File: config.mk
export PLATFORM = sky130hd
export DESIGN_NAME = keypad_entry_ctrl
export DESIGN_NICKNAME = d
export VERILOG_FILES = /design/src/rtl/alarm_pkg.sv /design/src/rtl/entry_timer.sv /design/src/rtl/keypad_entry_ctrl.sv
export SDC_FILE = /design/constraint.sdc
export NUM_CORES = 1
export LEC_CHECK = 0
export CORE_ASPECT_RATIO = 0.75
export CORE_UTILIZATION = 35
export CTS_CLUSTER_SIZE = 16
export DETAILED_ROUTE_END_ITERATION = 16
export GPL_TIMING_DRIVEN = 1
export PLACE_DENSITY = 0.59
export SYNTH_ARGS = -nofsm -noshare
export SYNTH_HDL_FRONTEND = slang
export SYNTH_HIERARCHICAL = 1
export SYNTH_SLANG_ARGS = --single-unit
File: constraint.sdc
create_clock -name clk -period 5.3 [get_ports clk]
set_input_delay 1.59 -clock clk [delete_from_list [all_inputs] [get_ports clk]]
set_output_delay 1.59 -clock clk [all_outputs]
set_load 0.005 [all_outputs]
File: src/rtl/alarm_pkg.sv
// Shared types, blank code and 24-hour digit limits for HH:MM keypad entry.
package alarm_pkg;

  typedef enum logic [1:0] {
    IDLE    = 2'd0,
    COLLECT = 2'd1,
    COMMIT  = 2'd2
  } state_t;

  localparam logic [3:0]  BLANK_DIGIT      = 4'ha;
  localparam logic [15:0] BLANK_WORD       = 16'haaaa;
  localparam logic [3:0]  MAX_H_TENS       = 4'd2;
  localparam logic [3:0]  MAX_H_UNITS_AT_2 = 4'd3;
  localparam logic [3:0]  MAX_M_TENS       = 4'd5;
  localparam logic [3:0]  MAX_DIGIT        = 4'd9;

  // Position-dependent legality of digit d; first is the hours-tens digit already stored.
  function automatic logic digit_legal(input logic [1:0] pos, input logic [3:0] first,
                                       input logic [3:0] d);
    logic ok;
    case (pos)
      2'd0:    ok = (d <= MAX_H_TENS);
      2'd1:    ok = (first == MAX_H_TENS) ? (d <= MAX_H_UNITS_AT_2) : (d <= MAX_DIGIT);
      2'd2:    ok = (d <= MAX_M_TENS);
      default: ok = (d <= MAX_DIGIT);
    endcase
    return ok;
  endfunction

endpackage

File: src/rtl/entry_timer.sv
// Idle timeout counter for keypad entry; only instantiated when KEYPAD_TIMEOUT_EN is defined.
module entry_timer
  #(parameter int TIMEOUT_CYCLES = 50_000_000)
  (
    input  logic clk,
    input  logic rst_n,
    input  logic clear,
    input  logic enable,
    output logic expired
  );

  localparam int CW = (TIMEOUT_CYCLES > 2) ? $clog2(TIMEOUT_CYCLES) : 1;
  localparam logic [CW-1:0] LAST = CW'(TIMEOUT_CYCLES - 1);
  localparam logic [CW-1:0] ONE  = CW'(1);

  logic [CW-1:0] count_r;

  // Count idle cycles; hold at the terminal value until cleared.
  always_ff @(posedge clk or negedge rst_n) begin
    if (!rst_n) begin
      count_r <= '0;
    end else if (clear) begin
      count_r <= '0;
    end else if (enable && (count_r != LAST)) begin
      count_r <= count_r + ONE;
    end else begin
      count_r <= count_r;
    end
  end

  assign expired = enable && (count_r == LAST);

endmodule

File: src/rtl/keypad_entry_ctrl.sv
// HH:MM keypad entry sequencer feeding the time-of-day and alarm registers.
// Optional idle timeout is built when KEYPAD_TIMEOUT_EN is defined.
module keypad_entry_ctrl
  import alarm_pkg::*;
  #(parameter int TIMEOUT_CYCLES = 50_000_000)
  (
    input  logic        clk,
    input  logic        rst_n,
    input  logic        key_valid,
    input  logic [3:0]  key_code,
    input  logic        set_time_req,
    input  logic        set_alarm_req,
    input  logic        cancel,
    output logic [15:0] entry_digits,
    output logic        busy,
    output logic        target_alarm,
    output logic [7:0]  commit_hh,
    output logic [7:0]  commit_mm,
    output logic        load_time,
    output logic        load_alarm,
    output logic        digit_error
  );

  state_t      state_r;
  logic [1:0]  cnt_r;
  logic [15:0] shifted_s;
  logic        timer_expired_s;

  assign shifted_s = {entry_digits[11:0], key_code};

`ifdef KEYPAD_TIMEOUT_EN
  entry_timer #(.TIMEOUT_CYCLES(TIMEOUT_CYCLES)) u_entry_timer (
    .clk     (clk),
    .rst_n   (rst_n),
    .clear   (key_valid || (state_r != COLLECT)),
    .enable  (state_r == COLLECT),
    .expired (timer_expired_s)
  );
`else
  logic unused_timeout_s;
  assign unused_timeout_s = ^TIMEOUT_CYCLES;
  assign timer_expired_s  = 1'b0;
`endif

  // Entry FSM with all outputs registered; strobes default low each cycle.
  always_ff @(posedge clk or negedge rst_n) begin
    if (!rst_n) begin
      state_r      <= IDLE;
      cnt_r        <= 2'd0;
      entry_digits <= BLANK_WORD;
      busy         <= 1'b0;
      target_alarm <= 1'b0;
      commit_hh    <= 8'h00;
      commit_mm    <= 8'h00;
      load_time    <= 1'b0;
      load_alarm   <= 1'b0;
      digit_error  <= 1'b0;
    end else begin
      load_time   <= 1'b0;
      load_alarm  <= 1'b0;
      digit_error <= 1'b0;
      case (state_r)
        IDLE: begin
          entry_digits <= BLANK_WORD;
          cnt_r        <= 2'd0;
          if (set_time_req || set_alarm_req) begin
            state_r      <= COLLECT;
            busy         <= 1'b1;
            target_alarm <= ~set_time_req;
          end else begin
            busy <= 1'b0;
          end
        end
        COLLECT: begin
          if (cancel) begin
            state_r      <= IDLE;
            busy         <= 1'b0;
            entry_digits <= BLANK_WORD;
            cnt_r        <= 2'd0;
          end else if (key_valid) begin
            if (key_code == BLANK_DIGIT) begin
              cnt_r <= cnt_r;
            end else if ((key_code > MAX_DIGIT) ||
                         !digit_legal(cnt_r, entry_digits[3:0], key_code)) begin
              digit_error <= 1'b1;
            end else begin
              entry_digits <= shifted_s;
              cnt_r        <= cnt_r + 2'd1;
              // Fourth digit: present the commit in the very next cycle.
              if (cnt_r == 2'd3) begin
                state_r    <= COMMIT;
                commit_hh  <= shifted_s[15:8];
                commit_mm  <= shifted_s[7:0];
                load_time  <= ~target_alarm;
                load_alarm <= target_alarm;
              end else begin
                state_r <= COLLECT;
              end
            end
          end else if (timer_expired_s) begin
            state_r      <= IDLE;
            busy         <= 1'b0;
            entry_digits <= BLANK_WORD;
            cnt_r        <= 2'd0;
            digit_error  <= 1'b1;
          end else begin
            state_r <= COLLECT;
          end
        end
        COMMIT: begin
          state_r      <= IDLE;
          busy         <= 1'b0;
          entry_digits <= BLANK_WORD;
          cnt_r        <= 2'd0;
        end
        default: begin
          state_r      <= IDLE;
          busy         <= 1'b0;
          entry_digits <= BLANK_WORD;
          cnt_r        <= 2'd0;
        end
      endcase
    end
  end

endmodule

Word level (Yosys, flattened, before mapping) --
Index checks and enable logic that the tools add are counted.
Operators by class: $add $sub $neg 1, $lt $le $gt $ge 5, equal/unequal tests 13, multiplexer cells 43, bitwise logic cells 5, reduce and logical (&&, ||, !) cells 9
Operators by type and width (count):
- 16-bit two-way mux | 5
- 1-bit two-way mux | 24
- 2-bit two-way mux | 11
- 3-bit inequality test (second input constant) | 3
- 4-bit by 2-bit <= comparator with 1-bit output (second input constant) | 2
- 4-bit inequality test (second input constant) | 2
- 3-bit AND reduction | 2
- 6-bit AND reduction | 1
- 1-bit inverter | 5
- 2-bit by 1-bit equality test with 1-bit output (second input constant) | 2
- 2-bit equality test (second input constant) | 2
- 4-bit by 2-bit equality test with 1-bit output (second input constant) | 1
- 4-bit equality test (second input constant) | 1
- 4-bit greater-than comparator (second input constant) | 1
- 4-bit by 3-bit <= comparator with 1-bit output (second input constant) | 1
- 4-bit <= comparator (second input constant) | 1
- 2-bit zero test | 2
- 2-bit inequality test (second input constant) | 2
- 2-bit one-hot mux with 2 select lines | 1
- 1-bit one-hot mux with 3 select lines | 1
- 2-bit by 1-bit adder with 2-bit output (second input constant) | 1
- 1-bit logical OR | 2
- 1-bit one-hot mux with 2 select lines | 1
- 2-bit AND reduction | 1
- 1-bit zero test | 1
Storage, ports and cells: bits in registers 41, output and inout port bits 37, word-level logic and storage cells 86

Logic depth before layout (Yosys ltp) --
Gate-level depths: netlist of the first run.
word-level depth 14, gate-level depth with buffers 8

Worst setup path after synthesis of the first run --
No wires, ideal clock.
path type input port to flip-flop, start point input port cancel, end point register commit_hh[3], library setup time 0.125 ns, data arrival time 2.907 ns, slack 2.268 ns, stages 7, path through nand2b_1 -> or2_1 -> clkbuf_8 -> nor2_4 -> nand4_4 -> buf_8 -> mux2_4
Between the ends: cells in the longest elaborated chain, start to end 2
Ends and longest elaborated chain:
- from (decl) | RTL line keypad_entry_ctrl.sv:13 | input logic cancel,
- 1-bit inverter (no source line)
- 6-bit AND reduction (no source line)
- to (signal assigned) | RTL line keypad_entry_ctrl.sv:92 | commit_hh <= shifted_s[15:8];
- to (decl) | RTL line keypad_entry_ctrl.sv:17 | output logic [7:0] commit_hh,
No other way between the ends. A chain may end at the register's enable or synchronous reset.

Worst setup path after layout of the first run --
start point input port cancel, end point register commit_hh[7]
The elaborated chain is that of the path after synthesis.

==> impl_metrics.json, run 1 <==
{
  "row_count": 22,
  "r2r_slack_ns": 3.06,
  "drc": 0,
  "fin_util_pct": 48.7,
  "worst_ep_required_time_ns": 5.47,
  "antenna_found_initial": 0,
  "grt_pass1_vias": 1258,
  "nNetsFinal": 204,
  "die_w_um": 86.2,
  "die_y_um": 65.1,
  "power_w": 0.000595,
  "first_pass_iters": 2,
  "synth_area_um2": 1860,
  "start_util_pct": 37.1,
  "synth-seq-cells": 41,
  "ioPinCount": 47,
  "finalWorstSetupSlack_ns": 1.76,
  "post-cts-setup-buffer-count": 0,
  "ys_warn_count": 6,
  "holdCritStartpoint": "state_r[1]",
  "reg2reg_to": "commit_mm[5]",
  "diodes": 0,
  "synth_nets": 156,
  "grt_max_degree": 42,
  "whs_ns": 0.501,
  "grt_use_total_pct": 14.6,
  "cts_buffers": 5,
  "maxCapViolations": 0,
  "dpl.hpwl_mm": 2.64,
  "synthArstFlopShare_pct": 100,
  "routed_wl_mm": 3.73,
  "slew_headroom_pct": 40.3,
  "cts.sinks": 41,
  "crit_type": "in2reg",
  "fin_crit_sh_pct": 66.9,
  "slew_viol_final": 0,
  "cts_max_path_buffers": 2,
  "whs_path_depth": 1,
  "rsz0062_at_grt": "no",
  "mostFrequentLayoutCells": "45 x clkdlybuf4s50_1, 33 x dfrtp_1, 12 x nor2_1, 12 x a21oi_1, 10 x mux2_2",
  "netlist_instances": 141,
  "whs_endpoint": "busy",
  "hp-class": "reg2reg",
  "ys_types": 35,
  "arrival_ns": 3.72,
  "grt_pass1_wl_mm": 6.19,
  "setup_viol": 0,
  "ir_worst_vdd_v": 0.000146,
  "cp-start-kind": "input port",
  "synth.area.top_cells": "dfrtp_1 44%, dfstp_2 11%, mux2_2 6.1%, mux2_4 5.7%, a22o_2 3.8%",
  "setup_tns_ns": 0,
  "layout-drive-gt1-share_pct": 25.8,
  "cts_resized": 0,
  "power-per-cell-area_nw_per_um2": 244,
  "status": "finished clean",
  "fin_crit_ns": 3.54,
  "layout_commonest_cell": "clkdlybuf4s50_1",
  "area_growth_pct": 31.3,
  "end_kind": "register",
  "reg2reg_from": "cnt_r[0]",
  "antenna_left": 0,
  "die_area_um2": 5610,
  "fin_skew_ns": 0.00525,
  "p_leak_nw": 1.08,
  "syn_area_per_cell_um2": 13.2,
  "cts_root_buf": "clkbuf_8",
  "drtIter0Drc": 89,
  "clk_pin_slew_ns": 0.07,
  "port-buffer-count": 46,
  "synth_top_area_share_pct": 44.4,
  "synthFlopType": "dfrtp_1",
  "synth_edf_count": 0,
  "cp_max_fo": 19,
  "wire_per_inst_um": 14.2,
  "hold_buffers": 0,
  "place_congestion": 0.753,
  "max_freq_mhz": 282,
  "cts_max_level": 2,
  "tritoncts": "done",
  "ys_seq_area_share_pct": 55.7,
  "final-hold-violation-count": 0,
  "clk_latency_ns": 0.29,
  "vias": 1243,
  "rr_worst_depth": 7,
  "core_area_um2": 5010,
  "gr-total-overflow": 0,
  "viasPerCell": 4.74,
  "pre_cts_slack_ns": 1.43,
  "tightest_slew_ns": 0.896,
  "yosysTopAreaCell": "dfrtp_1"
}
registers in the layout, indices dropped and copies added (netlist names):
name	cells
target_alarm	1
cnt_r	2
state_r	2
busy	1
entry_digits	16
commit_mm	8
load_alarm	1
digit_error	1
commit_hh	8
load_time	1
synth_stat cells (2+ instances only):
master,count
nor2_1,12
o21bai_1,2
mux2_2,10
mux2_4,7
nor3_1,8
dfstp_2,8
nand3_1,2
nand2b_1,2
dfrtp_1,33
clkbuf_1,2
inv_1,5
a22o_2,7
o21ai_0,3
nand2_1,3
ha_1,5
nor2_4,2
a21oi_1,12
report_power, final:
part | switching, W | internal (W)
Clock | 0.000101 | 0.0000924
Combinational | 0.0000397 | 0.0000320
Sequential | 0.00000807 | 0.000322
Total | 0.000149 | 0.000446
how the worst max path moves through the flow:
stage / from / to / slack, ns / cells after the start
after detailed placement: cancel / commit_hh[7] / 1.43 / 6
after global placement: cancel / commit_hh[5] / 1.52 / 6
after floorplan: cancel / commit_hh[3] / 2.27 / 7
after global routing: cancel / commit_hh[7] / 1.63 / 6
final: cancel / commit_hh[7] / 1.76 / 6
after CTS: cancel / commit_mm[7] / 1.74 / 6
area by class of cell:
| type | count | area, um^2 |
|---|---|---|
| multi-input cells | 89 | 752 |
| inverters | 5 | 18.8 |
| clock buffers | 7 | 76.3 |
| clock inverters | 1 | 5.00 |
| fillers | 475 | 2570 |
| well taps | 72 | 90.1 |
| repair buffers | 47 | 463 |
| flip-flops and latches | 41 | 1040 |
kinds of logic after synthesis:
| group | after synthesis | synth area share [%] |
|---|---|---|
| AOI/OAI and AO/OA | 29 | 12.9 |
| and+or+nand+nor | 38 | 12.4 |
| DFF | 41 | 55.7 |
| buffers and inverters | 11 | 3.84 |
| adders and majority gates | 5 | 3.36 |
| muxes | 17 | 11.7 |
per-layer routing:
layer | global-route usage, % | vias up | routed length [um]
li1 | - | 600 | -
met1 | 19.8 | 600 | 1910
met2 | 22.2 | 35 | 1560
met3 | 4.65 | 8 | 226
met4 | 5.00 | 0 | 37
met5 | 0 | - | 0
stage by stage:
step	cell area (um^2)	instances
2_1_floorplan	1860	141
4_1_cts	2440	262
3_3_place_gp	2360	254
6_report	2440	262
5_1_grt	2440	262
3_5_place_dp	2360	254
critical path: stages:
cell and delay, ns:
clkdlybuf4s50_1 0.42, nand2b_1 0.18, or2_1 0.47, nor2_4 0.23
nand4_4 0.39, mux2_4 0.43
Power figures use the tool's default switching activity.
==> run 2: changes to the inputs <==
- PLACE_DENSITY: 0.59 -> 0.62
- clock period: 5.3 -> 3.2 ns (I/O delays scaled with it)
==> run 2 against run 1 <==
Net effect: sequential power increased by 65%; register-to-register slack worse by 2.1 ns; routed wire length is 6.1% higher; worst setup slack got worse by 1.3 ns; sequential share of layout area down 0.98 points; clock skew increased by 0.0013 ns; final cell count increased by 1.1%; critical path depth unchanged; die area unchanged; global-route usage grew 0.79 points; hold slack got worse by 0.0062 ns; sequential cell count is the same; critical path type unchanged; largest cell class unchanged.
==> impl_metrics.json, run 2 (synthesized netlist as in run 1, its figures left out) <==
{
  "worst_ep_required_time_ns": 3.37,
  "arrival_ns": 2.97,
  "first_pass_iters": 4,
  "whs_ns": 0.495,
  "drtIter0Drc": 68,
  "fillCellCount": 462,
  "rr_worst_depth": 7,
  "gr-total-overflow": 0,
  "die_w_um": 86.2,
  "setup_viol": 0,
  "drc": 0,
  "place_congestion": 0.738,
  "met2_length_mm": 1.83,
  "core_area_um2": 5010,
  "largest_reg_flops": 16,
  "cp_top_family": "buffers and inverters",
  "cts.sinks": 41,
  "crit_path_max_incr_delay_ns": 0.57,
  "row_count": 22,
  "tightest_slew_ns": 0.906,
  "wl_met3_um": 200,
  "regArea_um2": 1040,
  "cp_max_fo": 19,
  "max_freq_mhz": 358,
  "power-per-cell-area_nw_per_um2": 440,
  "layout-drive-gt1-share_pct": 27.5,
  "die_y_um": 65.1,
  "grt_pass1_wl_mm": 6.49,
  "fin_skew_ns": 0.00659,
  "nNetsFinal": 207,
  "antenna_left": 0,
  "multi_input_area_um2": 752,
  "port-buffer-count": 46,
  "rsz0062_at_grt": "no",
  "grt_use_total_pct": 15.4,
  "setup_tns_ns": 0,
  "grt_max_degree": 42,
  "antenna_found_initial": 0,
  "ir_worst_vdd_v": 0.000203,
  "power_w": 0.00110,
  "p_leak_nw": 1.11,
  "viasPerCell": 4.94,
  "wire_per_inst_um": 14.9,
  "cts_buffers": 5,
  "crit_chain": "clkdlybuf4s50_1, nand2_1, a2111oi_4, a31oi_4, nand4_4, mux2_2",
  "cts_max_level": 2,
  "wl_met1_mm": 1.89,
  "start_util_pct": 37.1,
  "cts_max_path_buffers": 2,
  "status": "finished clean",
  "reg_top3": "entry_digits: 16 flops, commit_hh: 8 flops, commit_mm: 8 flops",
  "final-hold-violation-count": 0,
  "hold_buffers": 0,
  "path_depth": 6,
  "crit_type": "in2reg",
  "post-cts-setup-buffer-count": 0,
  "clk_latency_ns": 0.29,
  "mostFrequentLayoutCells": "45 x clkdlybuf4s50_1, 33 x dfrtp_1, 12 x nor2_1, 12 x a21oi_1, 10 x mux2_2",
  "diodes": 0,
  "area_growth_pct": 34.4,
  "slew_viol_final": 0,
  "grt_pass1_vias": 1299,
  "dpl.hpwl_mm": 2.80,
  "end_kind": "register",
  "die_area_um2": 5610,
  "cts_resized": 0,
  "cts_root_buf": "clkbuf_8",
  "largest_register": "entry_digits",
  "slew_headroom_pct": 39.6,
  "whs_path_depth": 1,
  "cp_num_buf_inv": 1,
  "clk_pin_slew_ns": 0.07,
  "top_layer": "met4",
  "cp-start-kind": "input port",
  "routed_wl_mm": 3.96,
  "layout_commonest_cell": "clkdlybuf4s50_1",
  "ioPinCount": 47,
  "hp-class": "reg2reg",
  "fin_crit_sh_pct": 87.3,
  "fin_crit_ns": 2.79,
  "maxCapViolations": 0,
  "tritoncts": "done",
  "vias": 1309,
  "crit_slowest_cell": "clkdlybuf4s50_1"
}
run 2: changes by cell type in the layout (fill, tap and decap cells not counted), sizes merged:
cell / delta
buf: +3
bufinv: +1
clkinv: -1
run 2: area by class of cell:
cell class                 instances  share of cell area, %
sequential                        41                   41.5
multi-input combinational         89                   30.1
timing repair buffer              50                   19.4
tap                               72                   3.61
clock buffer                       7                   3.46
clock inverter                     1                   1.20
inverter                           5                  0.751
run 2: worst paths after layout:
path | startpoint | end | slack, ns
worst max-delay path | key_code[1] | commit_mm[1] | 0.41
worst min-delay path | target_alarm | load_time | 0.49
worst max register to register | cnt_r[0] | commit_mm[1] | 0.93
worst min register to register | target_alarm | load_time | 0.49
max in group asynchronous | rst_n | commit_mm[1] | 1.84
min in group asynchronous | rst_n | digit_error | 0.80
run 2: routing by layer:
metal / global-route usage, % / vias up
li1: - / 602
met1: 20.4 / 660
met2: 24.6 / 41
met3: 4.02 / 6
met4: 5.63 / 0
met5: 0 / -
run 2: metrics by stage:
step           cells  setup WS (ns)  util (%)  area [um^2]
3_5_place_dp     257         0.0616      47.6         2380
3_3_place_gp     257          0.154      47.6         2380
2_1_floorplan    141          0.798         -         1860
4_1_cts          265          0.389      49.9         2500
6_report         265          0.406      49.9         2500
5_1_grt          265          0.286      49.9         2500
run 2: where the power goes:
part / switching, W / internal, W / leakage [nW]
combinational: 0.0000680 / 0.0000566 / 0.512
clock: 0.000173 / 0.000254 / 0.0585
sequential: 0.0000132 / 0.000533 / 0.538
